`config.mk`:
```
export PLATFORM = sky130hd
export DESIGN_NAME = cluster_tx_scheduler_flat
export DESIGN_NICKNAME = d
export VERILOG_FILES = /design/src/rtl/cluster_tx_scheduler_if.sv /design/src/rtl/cluster_tx_scheduler.sv /design/src/flat_wrapper.sv
export SDC_FILE = /design/constraint.sdc
export NUM_CORES = 1
export LEC_CHECK = 0
export ABC_AREA = 1
export CAP_MARGIN = 20
export CORE_MARGIN = 1.5
export CORE_UTILIZATION = 59
export CTS_BUF_LIST = sky130_fd_sc_hd__clkbuf_8 sky130_fd_sc_hd__clkbuf_16
export CTS_CLUSTER_DIAMETER = 30
export DETAILED_ROUTE_END_ITERATION = 16
export GPL_TIMING_DRIVEN = 1
export MAX_ROUTING_LAYER = met4
export PLACE_DENSITY = 0.81
export RECOVER_POWER = 100
export SYNTH_ARGS = -nofsm -noshare
export SYNTH_HDL_FRONTEND = slang
export SYNTH_SLANG_ARGS = --single-unit
```
`constraint.sdc`:
```
create_clock -name clock4x -period 21.2 [get_ports clock4x]
set_input_delay 6.36 -clock clock4x [delete_from_list [all_inputs] [get_ports clock4x]]
set_output_delay 6.36 -clock clock4x [all_outputs]
set_load 0.02 [all_outputs]
```
`src/rtl/cluster_tx_scheduler_if.sv`:
```
// Bus bundle for cluster_tx_scheduler: per-crossing cluster snapshot inputs,
// link handshake and status outputs. master = producer/testbench, slave = scheduler.
interface cluster_tx_scheduler_if #(
    parameter int unsigned FIFO_DEPTH = 16,
    parameter int unsigned CNT_W      = 16
);
    localparam int unsigned CW = $clog2(FIFO_DEPTH) + 1;

    logic          bx_strobe;
    logic [13:0]   cluster0;
    logic [13:0]   cluster1;
    logic [13:0]   cluster2;
    logic [13:0]   cluster3;
    logic [13:0]   cluster4;
    logic [13:0]   cluster5;
    logic [13:0]   cluster6;
    logic [13:0]   cluster7;
    logic          overflow_in;
    logic          clear_counters;
    logic          link_ready;
    logic          tx_valid;
    logic [15:0]   tx_data;
    logic [CW-1:0] fifo_count;
    logic [CNT_W-1:0] drop_count;
    logic          overflow_out;

    modport master (
        output bx_strobe, cluster0, cluster1, cluster2, cluster3,
               cluster4, cluster5, cluster6, cluster7,
               overflow_in, clear_counters, link_ready,
        input  tx_valid, tx_data, fifo_count, drop_count, overflow_out
    );

    modport slave (
        input  bx_strobe, cluster0, cluster1, cluster2, cluster3,
               cluster4, cluster5, cluster6, cluster7,
               overflow_in, clear_counters, link_ready,
        output tx_valid, tx_data, fifo_count, drop_count, overflow_out
    );
endinterface

```
`src/rtl/cluster_tx_scheduler.sv`:
```
// Serialises the 8 per-crossing packer clusters into a show-ahead FIFO feeding the link.
// Optional bunch-crossing tag in tx_data[15:14]: define CLUSTER_TX_SCHEDULER_BX_TAG_EN.
module cluster_tx_scheduler #(
    parameter int unsigned FIFO_DEPTH = 16,
    parameter int unsigned CNT_W      = 16
) (
    input logic                   clock4x,
    input logic                   global_reset,
    cluster_tx_scheduler_if.slave bus
);
    localparam int unsigned AW = $clog2(FIFO_DEPTH);
    localparam int unsigned CW = AW + 1;
`ifdef CLUSTER_TX_SCHEDULER_BX_TAG_EN
    localparam int unsigned EW = 16;
`else
    localparam int unsigned EW = 14;
`endif

    typedef enum logic {S_IDLE, S_DRAIN} state_t;

    state_t           r_state;
    logic [7:0]       r_mask;
    logic [13:0]      r_snap [8];
    logic [EW-1:0]    r_mem [FIFO_DEPTH];
    logic [AW-1:0]    r_wr_ptr;
    logic [AW-1:0]    r_rd_ptr;
    logic [CW-1:0]    r_count;
    logic             r_tx_valid;
    logic [CNT_W-1:0] r_drop;
    logic             r_ovf;
`ifdef CLUSTER_TX_SCHEDULER_BX_TAG_EN
    logic [1:0]       r_tag;
    logic [1:0]       r_snap_tag;
`endif

    logic [13:0]      w_cluster [8];
    logic [7:0]       w_new_mask;
    logic [2:0]       w_sel;
    logic [3:0]       w_pop;
    logic [7:0]       w_rest;
    logic             w_full;
    logic             w_wr;
    logic             w_rd;
    logic [CW-1:0]    w_count_nxt;
    logic [CNT_W:0]   w_drop_sum;
    logic [CNT_W-1:0] w_drop_sat;
    logic [EW-1:0]    w_wr_word;

    assign w_cluster[0] = bus.cluster0;
    assign w_cluster[1] = bus.cluster1;
    assign w_cluster[2] = bus.cluster2;
    assign w_cluster[3] = bus.cluster3;
    assign w_cluster[4] = bus.cluster4;
    assign w_cluster[5] = bus.cluster5;
    assign w_cluster[6] = bus.cluster6;
    assign w_cluster[7] = bus.cluster7;

    // Address 0x7FF marks an empty slot
    always_comb begin
        w_new_mask = '0;
        for (int i = 0; i < 8; i++) begin
            w_new_mask[i] = (w_cluster[i][10:0] != 11'h7FF);
        end
    end

    // Lowest pending slot and count of slots still waiting
    always_comb begin
        w_sel = '0;
        w_pop = '0;
        for (int i = 7; i >= 0; i--) begin
            if (r_mask[i]) w_sel = 3'(i);
        end
        for (int i = 0; i < 8; i++) begin
            w_pop = w_pop + 4'(r_mask[i]);
        end
    end

    assign w_rest      = r_mask & ~(8'(1) << w_sel);
    assign w_full      = (r_count == CW'(FIFO_DEPTH));
    // A strobe cycle only re-snapshots; leftovers of the old crossing are dropped
    assign w_wr        = (r_state == S_DRAIN) && !bus.bx_strobe && !w_full;
    assign w_rd        = r_tx_valid && bus.link_ready;
    assign w_count_nxt = r_count + CW'(w_wr) - CW'(w_rd);
    assign w_drop_sum  = {1'b0, r_drop} + (CNT_W+1)'(w_pop);
    assign w_drop_sat  = w_drop_sum[CNT_W] ? '1 : w_drop_sum[CNT_W-1:0];

`ifdef CLUSTER_TX_SCHEDULER_BX_TAG_EN
    assign w_wr_word   = {r_snap_tag, r_snap[w_sel]};
    assign bus.tx_data = r_mem[r_rd_ptr];
`else
    assign w_wr_word   = r_snap[w_sel];
    assign bus.tx_data = {2'b00, r_mem[r_rd_ptr]};
`endif

    assign bus.tx_valid     = r_tx_valid;
    assign bus.fifo_count   = r_count;
    assign bus.drop_count   = r_drop;
    assign bus.overflow_out = r_ovf;

    always_ff @(posedge clock4x or posedge global_reset) begin
        if (global_reset) begin
            r_state    <= S_IDLE;
            r_mask     <= '0;
            r_snap     <= '{default: '0};
            r_mem      <= '{default: '0};
            r_wr_ptr   <= '0;
            r_rd_ptr   <= '0;
            r_count    <= '0;
            r_tx_valid <= 1'b0;
            r_drop     <= '0;
            r_ovf      <= 1'b0;
`ifdef CLUSTER_TX_SCHEDULER_BX_TAG_EN
            r_tag      <= '0;
            r_snap_tag <= '0;
`endif
        end else begin
            if (bus.bx_strobe) begin
                r_snap  <= w_cluster;
                r_mask  <= w_new_mask;
                r_state <= (w_new_mask != '0) ? S_DRAIN : S_IDLE;
`ifdef CLUSTER_TX_SCHEDULER_BX_TAG_EN
                r_snap_tag <= r_tag;
                r_tag      <= r_tag + 2'd1;
`endif
            end else if (w_wr) begin
                r_mask <= w_rest;
                if (w_rest == '0) r_state <= S_IDLE;
            end

            if (w_wr) begin
                r_mem[r_wr_ptr] <= w_wr_word;
                r_wr_ptr        <= r_wr_ptr + AW'(1);
            end
            if (w_rd) r_rd_ptr <= r_rd_ptr + AW'(1);
            r_count    <= w_count_nxt;
            r_tx_valid <= (w_count_nxt != '0);

            // Clear wins over any same-cycle drop or overflow
            if (bus.clear_counters) begin
                r_drop <= '0;
                r_ovf  <= 1'b0;
            end else if (bus.bx_strobe) begin
                r_drop <= w_drop_sat;
                if ((w_pop != '0) || bus.overflow_in) r_ovf <= 1'b1;
            end
        end
    end
endmodule

```
`src/flat_wrapper.sv`:
```
// flat-port wrapper written by rule: the top's interface ports become plain ports
module cluster_tx_scheduler_flat 
#(
    parameter int unsigned FIFO_DEPTH = 16,
    parameter int unsigned CNT_W      = 16
)
  (clock4x, global_reset, bus_bx_strobe, bus_cluster0, bus_cluster1, bus_cluster2, bus_cluster3, bus_cluster4, bus_cluster5, bus_cluster6, bus_cluster7, bus_overflow_in, bus_clear_counters, bus_link_ready, bus_tx_valid, bus_tx_data, bus_fifo_count, bus_drop_count, bus_overflow_out);
  cluster_tx_scheduler_if #(.FIFO_DEPTH(FIFO_DEPTH), .CNT_W(CNT_W)) bus_i ();
  input logic clock4x;
  input logic global_reset;
  input wire logic [$bits(bus_i.bx_strobe)-1:0] bus_bx_strobe;
  input wire logic [$bits(bus_i.cluster0)-1:0] bus_cluster0;
  input wire logic [$bits(bus_i.cluster1)-1:0] bus_cluster1;
  input wire logic [$bits(bus_i.cluster2)-1:0] bus_cluster2;
  input wire logic [$bits(bus_i.cluster3)-1:0] bus_cluster3;
  input wire logic [$bits(bus_i.cluster4)-1:0] bus_cluster4;
  input wire logic [$bits(bus_i.cluster5)-1:0] bus_cluster5;
  input wire logic [$bits(bus_i.cluster6)-1:0] bus_cluster6;
  input wire logic [$bits(bus_i.cluster7)-1:0] bus_cluster7;
  input wire logic [$bits(bus_i.overflow_in)-1:0] bus_overflow_in;
  input wire logic [$bits(bus_i.clear_counters)-1:0] bus_clear_counters;
  input wire logic [$bits(bus_i.link_ready)-1:0] bus_link_ready;
  output wire logic [$bits(bus_i.tx_valid)-1:0] bus_tx_valid;
  output wire logic [$bits(bus_i.tx_data)-1:0] bus_tx_data;
  output wire logic [$bits(bus_i.fifo_count)-1:0] bus_fifo_count;
  output wire logic [$bits(bus_i.drop_count)-1:0] bus_drop_count;
  output wire logic [$bits(bus_i.overflow_out)-1:0] bus_overflow_out;
  assign bus_i.bx_strobe = bus_bx_strobe;
  assign bus_i.cluster0 = bus_cluster0;
  assign bus_i.cluster1 = bus_cluster1;
  assign bus_i.cluster2 = bus_cluster2;
  assign bus_i.cluster3 = bus_cluster3;
  assign bus_i.cluster4 = bus_cluster4;
  assign bus_i.cluster5 = bus_cluster5;
  assign bus_i.cluster6 = bus_cluster6;
  assign bus_i.cluster7 = bus_cluster7;
  assign bus_i.overflow_in = bus_overflow_in;
  assign bus_i.clear_counters = bus_clear_counters;
  assign bus_i.link_ready = bus_link_ready;
  assign bus_tx_valid = bus_i.tx_valid;
  assign bus_tx_data = bus_i.tx_data;
  assign bus_fifo_count = bus_i.fifo_count;
  assign bus_drop_count = bus_i.drop_count;
  assign bus_overflow_out = bus_i.overflow_out;
  cluster_tx_scheduler #(.FIFO_DEPTH(FIFO_DEPTH), .CNT_W(CNT_W)) u_core (.clock4x(clock4x), .global_reset(global_reset), .bus(bus_i));
endmodule
```
* Word-level counts from Yosys, hierarchy flattened
Index checks and enable logic that the tools add are counted.
Operators by class: multiply operators 0, eq/ne operators 9, muxes and demuxes 29, divide/modulo/power cells 0, bitwise logic cells 5, $lt $le $gt $ge 4, shift operators 1, reduce and logical (&&, ||, !) cells 17, $add $sub $neg 12
Operators by type and width (count):
- bitwise mux 224 bit | 1
- != test 11 bit (second input constant) | 8
- 2-to-1 mux 14 bit | 5
- binary-select mux 14 bit (select 4 bit) | 1
- demux 14 bit (select 4 bit) | 1
- 2-to-1 mux 16 bit | 3
- binary-select mux 14 bit (select 3 bit) | 1
- adder 4 x 1 -> 4 bit | 6
- 2-to-1 mux 3 bit | 8
- adder 16 x 4 -> 17 bit | 1
- 2-to-1 mux 8 bit | 2
- >= comparator 5 bit (second input constant) | 2
- inverter 4 -> 5 bit | 2
- adder 4 x 1 -> 4 bit (second input constant) | 2
- AND 8 bit | 1
- zero test 8 bit | 1
- inverter 8 bit | 1
- nonzero test 2 bit | 4
- nonzero test 8 bit | 1
- << shifter 1 x 3 -> 8 bit (first input constant) | 1
- 2-to-1 mux 1 bit | 7
- adder 5 x 1 -> 5 bit | 1
- == test 5 bit (second input constant) | 1
- less-than comparator 5 x 1 -> 1 bit (second input constant) | 1
- 10 further kinds | 15
Word-level totals: bits in latches 0, bits of input ports 118, RAM bits 0, memories kept 0, memory bits (read-only) 0, bits in registers 376, word-level logic and storage cells 109

* Depth between registers and ports, before layout
depth after elaboration 15, gate-level depth with buffers 20

* Worst setup path before layout
Ideal clock, no wire load.
kind input-to-reg, from input port bus_bx_strobe, to register u_core.r_tx_valid (netlist: u_core.bus.tx_valid), slack 13099 ps, arrival 7972 ps, buffers on the path 1, stages 8, library setup time 129 ps, path through nor2_1 -> clkbuf_1 -> ha_1 -> inv_1 -> fa_1 -> inv_1 -> nor4_1 -> nand2_1
Between the ends: longest elaborated chain between the ends 6
Ends and longest elaborated chain:
- start, declared | RTL line flat_wrapper.sv:11 | input wire logic [$bits(bus_i.bx_strobe)-1:0] bus_bx_strobe;
- zero test 1 bit | RTL line cluster_tx_scheduler.sv:81 | assign w_wr = (r_state == S_DRAIN) && !bus.bx_strobe && !w_full;
- logical AND 1 bit (2 in a row) | RTL line cluster_tx_scheduler.sv:81
- via u_core.w_wr | RTL line cluster_tx_scheduler.sv:42 | logic w_wr;
- adder 5 x 1 -> 5 bit | RTL line cluster_tx_scheduler.sv:83 | assign w_count_nxt = r_count + CW'(w_wr) - CW'(w_rd);
- subtractor 5 x 1 -> 5 bit | RTL line cluster_tx_scheduler.sv:83
- via u_core.w_count_nxt[1] | RTL line cluster_tx_scheduler.sv:44 | logic [CW-1:0] w_count_nxt;
- nonzero test 5 bit | RTL line cluster_tx_scheduler.sv:136 | r_tx_valid <= (w_count_nxt != '0);
- end signal, assigned | RTL line cluster_tx_scheduler.sv:136
- end, declared | RTL line cluster_tx_scheduler.sv:28 | logic r_tx_valid;
The timed path passes the listed nets, and every way through them passes these cells. A chain may end at the register's enable or synchronous reset.

==> impl_results.md <==
- Fraction of registers with async set or reset after synthesis: 100.0%
- Maximum VDD drop: 81.59 uV
- CTS Root Cell: clkbuf_16
- Yosys reg bits: 376
- PD cells: 150.2 nW/um2
- Total GRT Usage: 39.30%
- Port Buf Inserts: 154
- Largest net degree at the start of global routing: 164
- Clk Latency, worst-skew pair: 0.59 ns
- Final Max Slew Viols: 579
- Hpwl dp: 38000 um
- Clock network power share: 38.8%
- DIE WIDTH: 182.0 um
- Crit share post-route: 64.20%
- Vias/cell: 6.308
- Initial DRC Count: 2479
- Maximum clock insertion buffer count: 3
- I/O pins: 157
- Layout Area Growth over Synthesis: 23.17%
- Vias in the first global route: 18320
- Area of the multi-input gates: 8218 um2
- WL/cell: 21.26 um
- Synth Area per Inst: 8.069 um2
- Cells after Synth: 2344
- Placed cell count: 2779
- Clock sink total: 376
- Status: finished with violations
- RSZ-0062 raised after global routing: false
- Sequential area share after synthesis: 49.75%
- XOR/XNOR share of the synthesized area: 0.8336%
- Violated checks: max-capacitance violations, max-slew violations
- Final Skew: 0.02520 ns
- Die area: 33140 um2
- Largest family of logic cells by synthesized area: simple AND/OR/NAND/NOR gates
- Routability cong.: 0.9931
- Max_slew headroom: -313.3%
- Ant diodes: 0
- Routed WL: 62250 um
- Clk slew on worst S/H paths: 0.04 ns
- Mux contribution to synthesized area: 2.382%
- Starting Density: 59.94%
- Filler cells: 2255
- Initial DRT Pass Iterations: 7
- Post_cts resized: 0
- Area contributors post-synth: dfrtp_1, nand2_1, nand3_1, o21ai_0, nor2_1
- Worst Max-Slew Pin Slew: 6.200 ns
- DRC: 0
- Final cell count without fillers: 2928
- Post-Synth Adder-Cell Area: 1.826%
- Final hold vios: 0
- Pwr Total: 3498 uW
- Critical Path RT: 20.96 ns
- Reg area: 9410 um2
- CP max-delay cell: clkinvlp_2
- Die extent in y: 182.0 um
- Post-synthesis compound-gate area fraction: 8.574%
- Post-CTS setup repair buffer count: 0
- Netlist Area Pre-Place: 18910 um2
- NetSw: 1249 uW
- Top_reg_cell synth: dfrtp_1
- Post-CTS Hold Buffers: 0
- Via count: 18470
- Post-route ant nets: 0
- Max-Cap Viols: 7
- Reg power frac: 32.8%
- Crit-path max cell delay: 3.39 ns
- Ys Warns: 0
- Internal power: 2249 uW
- Crit Path Class: in -> async
- Worst path cell trace: dlygate4sd3_1 -> clkinvlp_2 -> clkbuf_1
- Fin Hold WS: 0.4703 ns
- Max FO, Critical Path: 139
- Leakage: 0.01166 uW
- Fin nets: 2604
- Post-synth EDFFs: 0
- Sw Ratio: 35.70%
- Core ar.: 31560 um2
- CTS buffer count: 81
- H-tree levels: 3
- Endpoints failing setup: 0
- Layout cells sized above 1: 7.601%
- Rows: 65
- Fmax: 73.48 MHz
- Simple-gate area share of the yosys netlist: 29.80%
- Hold Crit Class: reg -> reg
- Total grt overflow: 0
- Post-synthesis cell type count: 40
- Largest area contributor in the netlist: dfrtp_1
- First-pass GRT wire length: 98350 um
- Total negative slack: 0 ns
- Antenna violations before repair: 0
- Comb power frac: 28.5%
- Post-route minimum period: 13.61 ns
- Crit path capture type: asynchronous set/reset pin
- Crit path DAT: 13.37 ns
- CTS tree: done
- Top cell type's share of synthesized area: 49.75%
- Worst setup SP type: primary input
## per-layer routing
metal  global-route usage (%)  routed length, um  up-vias
met2                    58.82              28060     1399
met1                    48.50              23130     8829
met5                        -                  0        -
li1                         -                  -     7944
met3                    10.33               7433      299
met4                    22.38               3632        0
## cell usage after synthesis (2+ instances only)
master,n
clkinv_1,2
buf_1,4
xor2_1,14
nand3_2,31
nand4_1,20
buf_4,19
o221ai_1,52
o31ai_1,2
buf_6,9
nor2_4,2
inv_2,5
o21ai_1,8
buf_2,33
o22ai_1,2
inv_1,141
xnor2_1,4
dfrtp_1,376
nor4_1,4
a21oi_1,11
ha_1,18
o21ai_0,170
nand2_1,800
nor3_1,39
nand2_2,4
or2_2,4
clkbuf_1,81
o211ai_1,10
nor2_1,142
o32ai_1,10
fa_1,6
mux2i_1,45
nand3_1,268
## path summary, 6_finish.rpt
check | from | end | slack, ns | cells past startpoint
setup / recovery | global_reset | u_core.r_mask[1]$_DFFE_PP0P_ | 7.59 | 3
hold / removal | u_core.r_snap[98]$_DFFE_PP0P_ | u_core.r_snap[98]$_DFFE_PP0P_ | 0.47 | 2
setup reg to reg | u_core.r_mask[0]$_DFFE_PP0P_ | u_core.bus.drop_count[13]$_DFFE_PP0P_ | 16.20 | 18
hold reg to reg | u_core.r_snap[98]$_DFFE_PP0P_ | u_core.r_snap[98]$_DFFE_PP0P_ | 0.47 | 2
max in group clock4x | u_core.r_rd_ptr[0]$_DFFE_PP0P_ | bus_tx_data[12] | 8.12 | 6
min in group asynchronous | global_reset | u_core.r_mem[163]$_DFFE_PP0P_ | 8.15 | 2
## per-stage QoR
| stage | setup slack, ns | utilization, % | area (um2) |
|---|---|---|---|
| 2_1_floorplan | 4.396 | - | 18920 |
| 3_3_place_gp | 11.78 | 64.71 | 20420 |
| 3_5_place_dp | 11.78 | 64.79 | 20440 |
| 4_1_cts | 11.15 | 74.09 | 23380 |
| 5_1_grt | 6.078 | 73.82 | 23290 |
| 6_report | 7.590 | 73.82 | 23290 |
## power by group through the flow
stage	clock, uW	sequential [uW]	combinational, uW
4_1_cts	1350	1130	977
3_3_place_gp	0	1130	917
2_1_floorplan	0	1050	692
5_1_grt	1390	1160	1080
3_5_place_dp	0	1130	956
6_report	1360	1150	996
## cell type report
type	count	share of cell area (%)
clock buffers	93	9.555
flip-flops and latches	376	40.40
multi-input cells	1674	35.28
inverters	149	2.417
repair buffers	180	7.144
clock inverters	54	3.051
well taps	402	2.159
## kinds of logic after synthesis
group | Yosys count
flip-flops | 376
multiplexers | 45
AO/OA/AOI/OAI | 268
other | 1
adder cells (fa/ha/maj) | 24
XOR/XNOR | 18
AND/OR/NAND/NOR | 1317
buffers and inverters | 295
## critical path, delay by kind of cell
family | cells | cell delay [ns]
buffers and inverters | 3 | 6.92
## registers in the layout, summed over array words and instances, names as in the netlist
register / flops
u_core.bus.overflow_out: 1
u_core.bus.tx_valid: 1
u_core.r_mem: 224
u_core.r_rd_ptr: 4
u_core.bus.drop_count: 16
u_core.bus.fifo_count: 5
u_core.r_wr_ptr: 4
u_core.r_snap: 112
u_core.r_state: 1
u_core.r_mask: 8
## cell usage in the layout (no fill, tap or decap), types with 6 or more instances in the layout
cell type        netlist  final
nand3_1              268    268
ha_1                  18     18
o32ai_1               10     10
fa_1                   6      6
clkbuf_1              81     22
dlygate4sd3_1          0     37
nand3_2               31     31
clkbuf_16              0     84
nor3_1                39     39
nor2_1               142    142
o21ai_0              170    170
o21ai_1                8      8
clkinv_2               0     12
clkbuf_8               0      9
inv_1                141    151
nand4_1               20     20
a21oi_1               11     11
clkdlybuf4s50_1        0    116
mux2i_1               45     45
o211ai_1              10     10
xor2_1                14     14
bufinv_16              0     16
nand2_1              800    800
o221ai_1              52     52
dfrtp_1              376    375
Power figures use the tool's default switching activity.
